[src/rtl/ttt_bot_player.sv]
// Tic-tac-toe bot: one line per cycle scanning for a win, then a block, then a fixed-preference fallback.
// Optional feature: define TTT_BOT_BLOCK_EN to include the opponent-blocking scan (SCAN_BLOCK).
module ttt_bot_player (
  input  logic       clk,
  input  logic       reset,
  input  logic       req,
  input  logic [8:0] board_x,
  input  logic [8:0] board_o,
  input  logic       bot_is_o,
  output logic       busy,
  output logic       done,
  output logic [8:0] move,
  output logic       no_move
);

  typedef enum logic [2:0] {IDLE, SCAN_WIN, SCAN_BLOCK, FALLBACK, DONE} state_t;

  state_t     state;
  logic [8:0] snap_x, snap_o;
  logic       snap_is_o;
  logic [2:0] line_idx;

  logic [8:0] x_only, o_only, empty;
  logic [8:0] bot_m, scan_m, cur_line, gap;
  logic [8:0] fb_pick;
  logic       hit;

  function automatic logic [8:0] line_cells(input logic [2:0] idx);
    case (idx)
      3'd0:    line_cells = 9'h007;
      3'd1:    line_cells = 9'h038;
      3'd2:    line_cells = 9'h1C0;
      3'd3:    line_cells = 9'h049;
      3'd4:    line_cells = 9'h092;
      3'd5:    line_cells = 9'h124;
      3'd6:    line_cells = 9'h111;
      default: line_cells = 9'h054;
    endcase
  endfunction

  // A cell claimed by both snapshots is occupied but owned by neither side.
  assign x_only   = snap_x & ~snap_o;
  assign o_only   = snap_o & ~snap_x;
  assign empty    = ~(snap_x | snap_o);
  assign bot_m    = snap_is_o ? o_only : x_only;
  assign cur_line = line_cells(line_idx);
  assign gap      = cur_line & empty;

`ifdef TTT_BOT_BLOCK_EN
  logic [8:0] opp_m;
  assign opp_m  = snap_is_o ? x_only : o_only;
  assign scan_m = (state == SCAN_BLOCK) ? opp_m : bot_m;
`else
  assign scan_m = bot_m;
`endif

  // Two marks on a three-cell line plus any empty cell leaves exactly one gap.
  assign hit = ($countones(cur_line & scan_m) == 2) && (gap != 9'h000);

  always_comb begin
    fb_pick = 9'h000;
    if      (empty[4]) fb_pick = 9'h010;
    else if (empty[0]) fb_pick = 9'h001;
    else if (empty[2]) fb_pick = 9'h004;
    else if (empty[6]) fb_pick = 9'h040;
    else if (empty[8]) fb_pick = 9'h100;
    else if (empty[1]) fb_pick = 9'h002;
    else if (empty[3]) fb_pick = 9'h008;
    else if (empty[5]) fb_pick = 9'h020;
    else if (empty[7]) fb_pick = 9'h080;
  end

  always_ff @(posedge clk) begin
    if (reset) begin
      state     <= IDLE;
      busy      <= 1'b0;
      done      <= 1'b0;
      move      <= 9'h000;
      no_move   <= 1'b0;
      snap_x    <= 9'h000;
      snap_o    <= 9'h000;
      snap_is_o <= 1'b0;
      line_idx  <= 3'd0;
    end else begin
      done <= 1'b0;
      case (state)
        IDLE: begin
          if (req) begin
            snap_x    <= board_x;
            snap_o    <= board_o;
            snap_is_o <= bot_is_o;
            line_idx  <= 3'd0;
            move      <= 9'h000;
            no_move   <= 1'b0;
            busy      <= 1'b1;
            state     <= SCAN_WIN;
          end
        end
        SCAN_WIN: begin
          if (hit) begin
            move  <= gap;
            done  <= 1'b1;
            state <= DONE;
          end else if (line_idx == 3'd7) begin
            line_idx <= 3'd0;
`ifdef TTT_BOT_BLOCK_EN
            state    <= SCAN_BLOCK;
`else
            state    <= FALLBACK;
`endif
          end else begin
            line_idx <= line_idx + 3'd1;
          end
        end
`ifdef TTT_BOT_BLOCK_EN
        SCAN_BLOCK: begin
          if (hit) begin
            move  <= gap;
            done  <= 1'b1;
            state <= DONE;
          end else if (line_idx == 3'd7) begin
            line_idx <= 3'd0;
            state    <= FALLBACK;
          end else begin
            line_idx <= line_idx + 3'd1;
          end
        end
`endif
        FALLBACK: begin
          move    <= fb_pick;
          no_move <= (fb_pick == 9'h000);
          done    <= 1'b1;
          state   <= DONE;
        end
        DONE: begin
          busy  <= 1'b0;
          state <= IDLE;
        end
        default: begin
          busy  <= 1'b0;
          state <= IDLE;
        end
      endcase
    end
  end

endmodule
[config.mk]
export PLATFORM = sky130hd
export DESIGN_NAME = ttt_bot_player
export DESIGN_NICKNAME = d
export VERILOG_FILES = /design/src/rtl/ttt_bot_player.sv
export SDC_FILE = /design/constraint.sdc
export NUM_CORES = 1
export LEC_CHECK = 0
export CORE_ASPECT_RATIO = 0.9
export CORE_MARGIN = 1.5
export CORE_UTILIZATION = 40
export CTS_BUF_LIST = sky130_fd_sc_hd__clkbuf_16
export DETAILED_ROUTE_END_ITERATION = 8
export SLEW_MARGIN = 20
export SYNTH_ARGS = -nofsm -noshare
export SYNTH_HDL_FRONTEND = slang
export SYNTH_SLANG_ARGS = --single-unit
[constraint.sdc]
create_clock -name clk -period 6.4 [get_ports clk]
set_input_delay 1.28 -clock clk [delete_from_list [all_inputs] [get_ports clk]]
set_output_delay 1.28 -clock clk [all_outputs]
set_load 0.05 [all_outputs]
After elaboration in Yosys (flattened, before gate mapping)
Index checks and enable logic that the tools add are counted.
{"block": "classes", "addsub": 9, "n_eq_ne": 14, "muxes": 28, "n_bitwise": 9, "n_reduce_logical": 15}
{"op": "2-to-1 mux 9 bit", "count": 8}
{"op": "one-hot mux 9 bit (7 select lines)", "count": 1}
{"op": "AND 9 bit", "count": 4}
{"op": "2-to-1 mux 8 bit", "count": 4}
{"op": "inverter 9 bit", "count": 3}
{"op": "one-hot mux 9 bit (3 select lines)", "count": 1}
{"op": "2-to-1 mux 3 bit", "count": 6}
{"op": "equality test 3 bit, second input constant", "count": 4}
{"op": "equality test 3 x 2 -> 1 bit, second input constant", "count": 3}
{"op": "logical NOT 9 bit", "count": 1}
{"op": "bitwise OR 9 bit", "count": 1}
{"op": "one-hot mux 3 bit (3 select lines)", "count": 1}
{"op": "nonzero test 9 bit", "count": 1}
{"op": "adder 1 x 1 -> 2 bit", "count": 4}
{"op": "AND reduction 2 bit", "count": 4}
{"op": "adder 2 x 2 -> 3 bit", "count": 2}
{"op": "equality test 3 x 1 -> 1 bit, second input constant", "count": 2}
{"op": "logical NOT 3 bit", "count": 2}
{"op": "!= test 2 bit, second input constant", "count": 3}
{"op": "one-hot mux 1 bit (2 select lines)", "count": 3}
{"op": "one-hot mux 3 bit (2 select lines)", "count": 1}
{"op": "AND reduction 3 bit", "count": 2}
{"op": "adder 4 x 1 -> 5 bit", "count": 1}
{"op": "equality test 5 x 2 -> 1 bit, second input constant", "count": 1}
{"op": "other kinds (9)", "count": 12}
{"block": "word_totals", "regBits": 37, "out_inout_bits": 12}

Depth between registers and ports, before layout
{"block": "depth", "word_depth": 13, "depth_mapped": 19}

Worst setup path after synthesis
OpenSTA, ideal clock, no wires.
{"block": "synth_path", "path_kind": "reg2reg", "from": "reg line_idx[0]", "to": "reg move[8]", "setup_ns": 0.070, "arrival_ns": 5.184, "t_required_ns": 6.330, "path_slack_ns": 1.146, "path_stages_with_launch": 20, "path_buffers": 1, "period_less_slack_ns": 5.254, "cell_sequence": "dfxtp_1 inv_1 ha_1 buf_2 nor2_1 o21ai_0 o21ai_0 fa_1 fa_1 inv_1 fa_1 fa_1 inv_1 fa_1 nor4b_1 a21oi_1 a21o_1 o21bai_1 or4_1 a21oi_1"}
{"block": "synth_via", "elab_chain_cells": 11, "elab_cells_between_ends": 25, "classes_between": "add/sub: 8; eq/ne: 8; mux: 3; bitwise: 2; reduce/logical: 4"}
{"element": "start, declared", "line_no": "21", "source": "logic [2:0] line_idx;"}
{"element": "start signal, assigned", "line_no": "112", "source": "line_idx <= line_idx + 3'd1;"}
{"element": "equality test 3 bit (tied with other cells)", "line_no": "29", "source": "case (idx)"}
{"element": "one-hot mux 9 bit (7 select lines) (*)", "line_no": "29"}
{"element": "AND 9 bit", "line_no": "58", "source": "assign hit = ($countones(cur_line & scan_m) == 2) && (gap != 9'h000);"}
{"element": "adder 1 x 1 -> 2 bit (implied by the code)", "line_no": "58"}
{"element": "adder 2 x 2 -> 3 bit (implied by the code)", "line_no": "58"}
{"element": "adder 3 x 3 -> 4 bit (implied by the code)", "line_no": "58"}
{"element": "adder 4 x 1 -> 5 bit (implied by the code)", "line_no": "58"}
{"element": "equality test 5 x 2 -> 1 bit", "line_no": "58"}
{"element": "logical AND 1 bit", "line_no": "58"}
{"element": "!= test 2 bit (no line)"}
{"element": "AND reduction 3 bit (no line)"}
{"element": "end signal, assigned", "line_no": "101", "source": "move <= gap;"}
{"element": "end signal, assigned", "line_no": "130", "source": "move <= fb_pick;"}
{"element": "end, declared", "line_no": "12", "source": "output logic [8:0] move,"}
Mark *: on every way between the ends. The rest lies on a longest branch, timed or not. The select of a mux whose other input is x is not followed.
A chain may end at the register's enable or synchronous reset.

Final worst setup path
Same ends and word-level chain as after synthesis.

==> results.ini <==
[worst_setup_path]
cp_max_fo=11
slowest_cp_cell=fa_1
worst-endpoint-required_ns=6.61
worst_path_most_repeated_cell=fa_1
critical_path_endpoint_category=flop
cp.buffers_inverters=3
cp_cell_sequence=inv_1 -> ha_1 -> nor2_1 -> o21ai_0 -> o21ai_0 -> fa_1 -> fa_1 -> inv_1 -> fa_1 -> fa_1 -> inv_1 -> fa_1 -> nor4b_1 -> a21oi_1 -> a21o_1 -> o21bai_1 -> or4_1 -> a21oi_1
cp_top_family=adder cells
worstPathArrival_ns=6.07
setup.worst_path.start_class=flop
timing.setup.critical_path_class=reg -> reg
critical-path-max-stage-delay_ns=0.54

[layout]
post_layout_net_count=360
antenna_cells=0
fillers=570
final_design_area_no_fill_mm2=0.00278
areaGrowthSynthToFinish_pct=20.2
final_layout_size_suffix_gt1_frac=0.0710
finish.cell_count_without_fillers=394

[route]
finalWirelength_um=5830
post-route-drc-count=0
route.detailed.wl_per_inst_um=14.8
postRouteAntennaNets=0
dr_total_vias=2137
drt_pass1_iterations=4
post_detailed_route_via_to_cell_ratio=5.42
drt-initial-drc-count=173

[cts]
cts_post_setup_buffers_inserted=0
cts-root-to-sink-buffers=2
postCtsResizedCells=0
cts_root_buf=clkbuf_16
cts_hold_buf=0
cts.sink_count=37
clkTransAtPathRegs_ns=0.05
tritoncts.num_buffers=5
clock_latency_ns=0.28
tritoncts_clock_tree=built
htree_levels=2

[timing]
fin_tns_setup_ns=0
report.final.setup_viol=0
max_slew.worst_pin.slew_ns=0.821
finalHoldViolations=0
final-max-slew-violation-count=0
timing.slew.headroom=0.453
worst_clock_skew_ns=0.00340
clock.fmax_mhz=171
unrepaired_setup_endpoints_after_global_routing=no
layout_min_cycle_time_ns=5.86
min_period_over_period=0.915
timing.hold.ws_ns=0.456

[logic_synthesis]
syn_avg_cell_area_um2=7.68
syn_area_mm2=0.00231
synth_top_cells_by_count=nand2_1 (63), dfxtp_1 (37), a21oi_1 (35)
number_of_enable_type_register_cells_in_the_synthesized_netlist=0
post-synth-top-area-fraction=0.320
asyncSetResetFlopFracSynth=0
most_frequent_cell_after_synthesis=nand2_1
post_synth_num_cell_types=57
synthDominantAreaCellType=dfxtp_1
yosysWarningCount=0
yosys_most_used_dff=dfxtp_1
synth_cells=301
synth_seq_cells=37
post_synth_main_area_contributors=dfxtp_1 (32%), nand2_1 (10%), a21oi_1 (7.6%)
number_of_nets_in_the_synthesized_netlist=336
synth_sequential_area_ratio=0.320

[floorplanning]
fp.dieH_um=75.1
initial_utilization=0.411
chipWidth_um=83.1
floorplan.rows=26
num_io_pins=34
fp.coreArea_mm2=0.00563
fp.dieArea_mm2=0.00625

[place]
gpl.final_weighted_congestion=0.967
port_buffers=33
placed_cell_area_mm2=0.00265
dpl.hpwl_um=4290
numPlacedInstances=388

[global_routing]
first_pass_grt_wire_length_um=9700
grt_pass1_vias=1995
grt_start_max_net_pins=40
globalRouteOverflowTotal=0
antenna_found_initial=0
grt_util_all_layers=0.198

[power]
power.leakage_nw=0.997
peakVddDrop_v=0.000156
power.density_mw_per_mm2=214
total_power_mw=0.594

[outcome]
status=complete, no violations

[min_path]
hold_path.class=reg -> reg

[run]
max_cap_viol_count=0

tightest hold or removal path, stage by stage, from the launching register on:
cell and delay (ns):
dfxtp_1 0.31, nand2_1 0.05, a21oi_1 0.05
power breakdown:
group	leakage (nW)	internal (mW)	switching, mW	total [mW]
clock network	0.0655	0.139	0.0871	0.226
registers	0.302	0.242	0.0149	0.256
logic	0.629	0.0451	0.0667	0.112
total	0.997	0.426	0.169	0.594
cells in the final DEF (no fill, tap or decap), types with 7 or more instances in the layout:
master	count
dfxtp_1	37
nor2_1	31
clkdlybuf4s50_1	33
nor3_1	7
nand2_1	63
o21ai_0	12
a21oi_1	35
ha_1	8
inv_1	9
kinds of logic after synthesis:
logic type	Yosys count	synth area share
AND/OR/NAND/NOR	135	0.274
AO/OA/AOI/OAI	87	0.257
flip-flops	37	0.320
buffers and inverters	28	0.0574
adder cells (fa/ha/maj)	13	0.0866
multiplexers	1	0.00433
stage by stage:
step                 util  worst slack [ns]
finish              0.494             0.544
global route        0.494             0.157
CTS                 0.494             0.553
detailed placement  0.471             0.600
floorplan               -              1.15
global placement    0.471             0.778
registers in the layout, summed over array words and instances, names as in the netlist:
| signal | cells |
|---|---|
| snap_o | 9 |
| snap_is_o | 1 |
| done | 1 |
| busy | 1 |
| snap_x | 9 |
| move | 9 |
| line_idx | 3 |
| state | 3 |
| no_move | 1 |
final timing paths:
| kind | startpoint | to | slack, ns | cells after the start |
|---|---|---|---|---|
| worst max-delay path | line_idx[0] | move[8] | 0.54 | 18 |
| worst min-delay path | move[8] | move[8] | 0.46 | 2 |
| worst max register to register | line_idx[0] | move[8] | 0.54 | 18 |
| worst min register to register | move[8] | move[8] | 0.46 | 2 |
metal layers:
layer  GRT usage  up-vias  part of all wire
met2       0.324       51              0.45
met4      0.0704        0             0.012
met3      0.0428        6             0.046
met5           0        -                 0
li1            -     1102                 -
met1       0.262      978              0.49
layout make-up:
cell class	instances	area (um2)	share of cell area
sequential	37	741	0.267
clock buffer	5	125	0.0450
tap	70	87.6	0.0315
multi-input combinational	236	1440	0.518
timing repair buffer	34	338	0.122
clock inverter	1	5.00	0.00180
inverter	11	43.8	0.0158
Power figures use the tool's default switching activity.
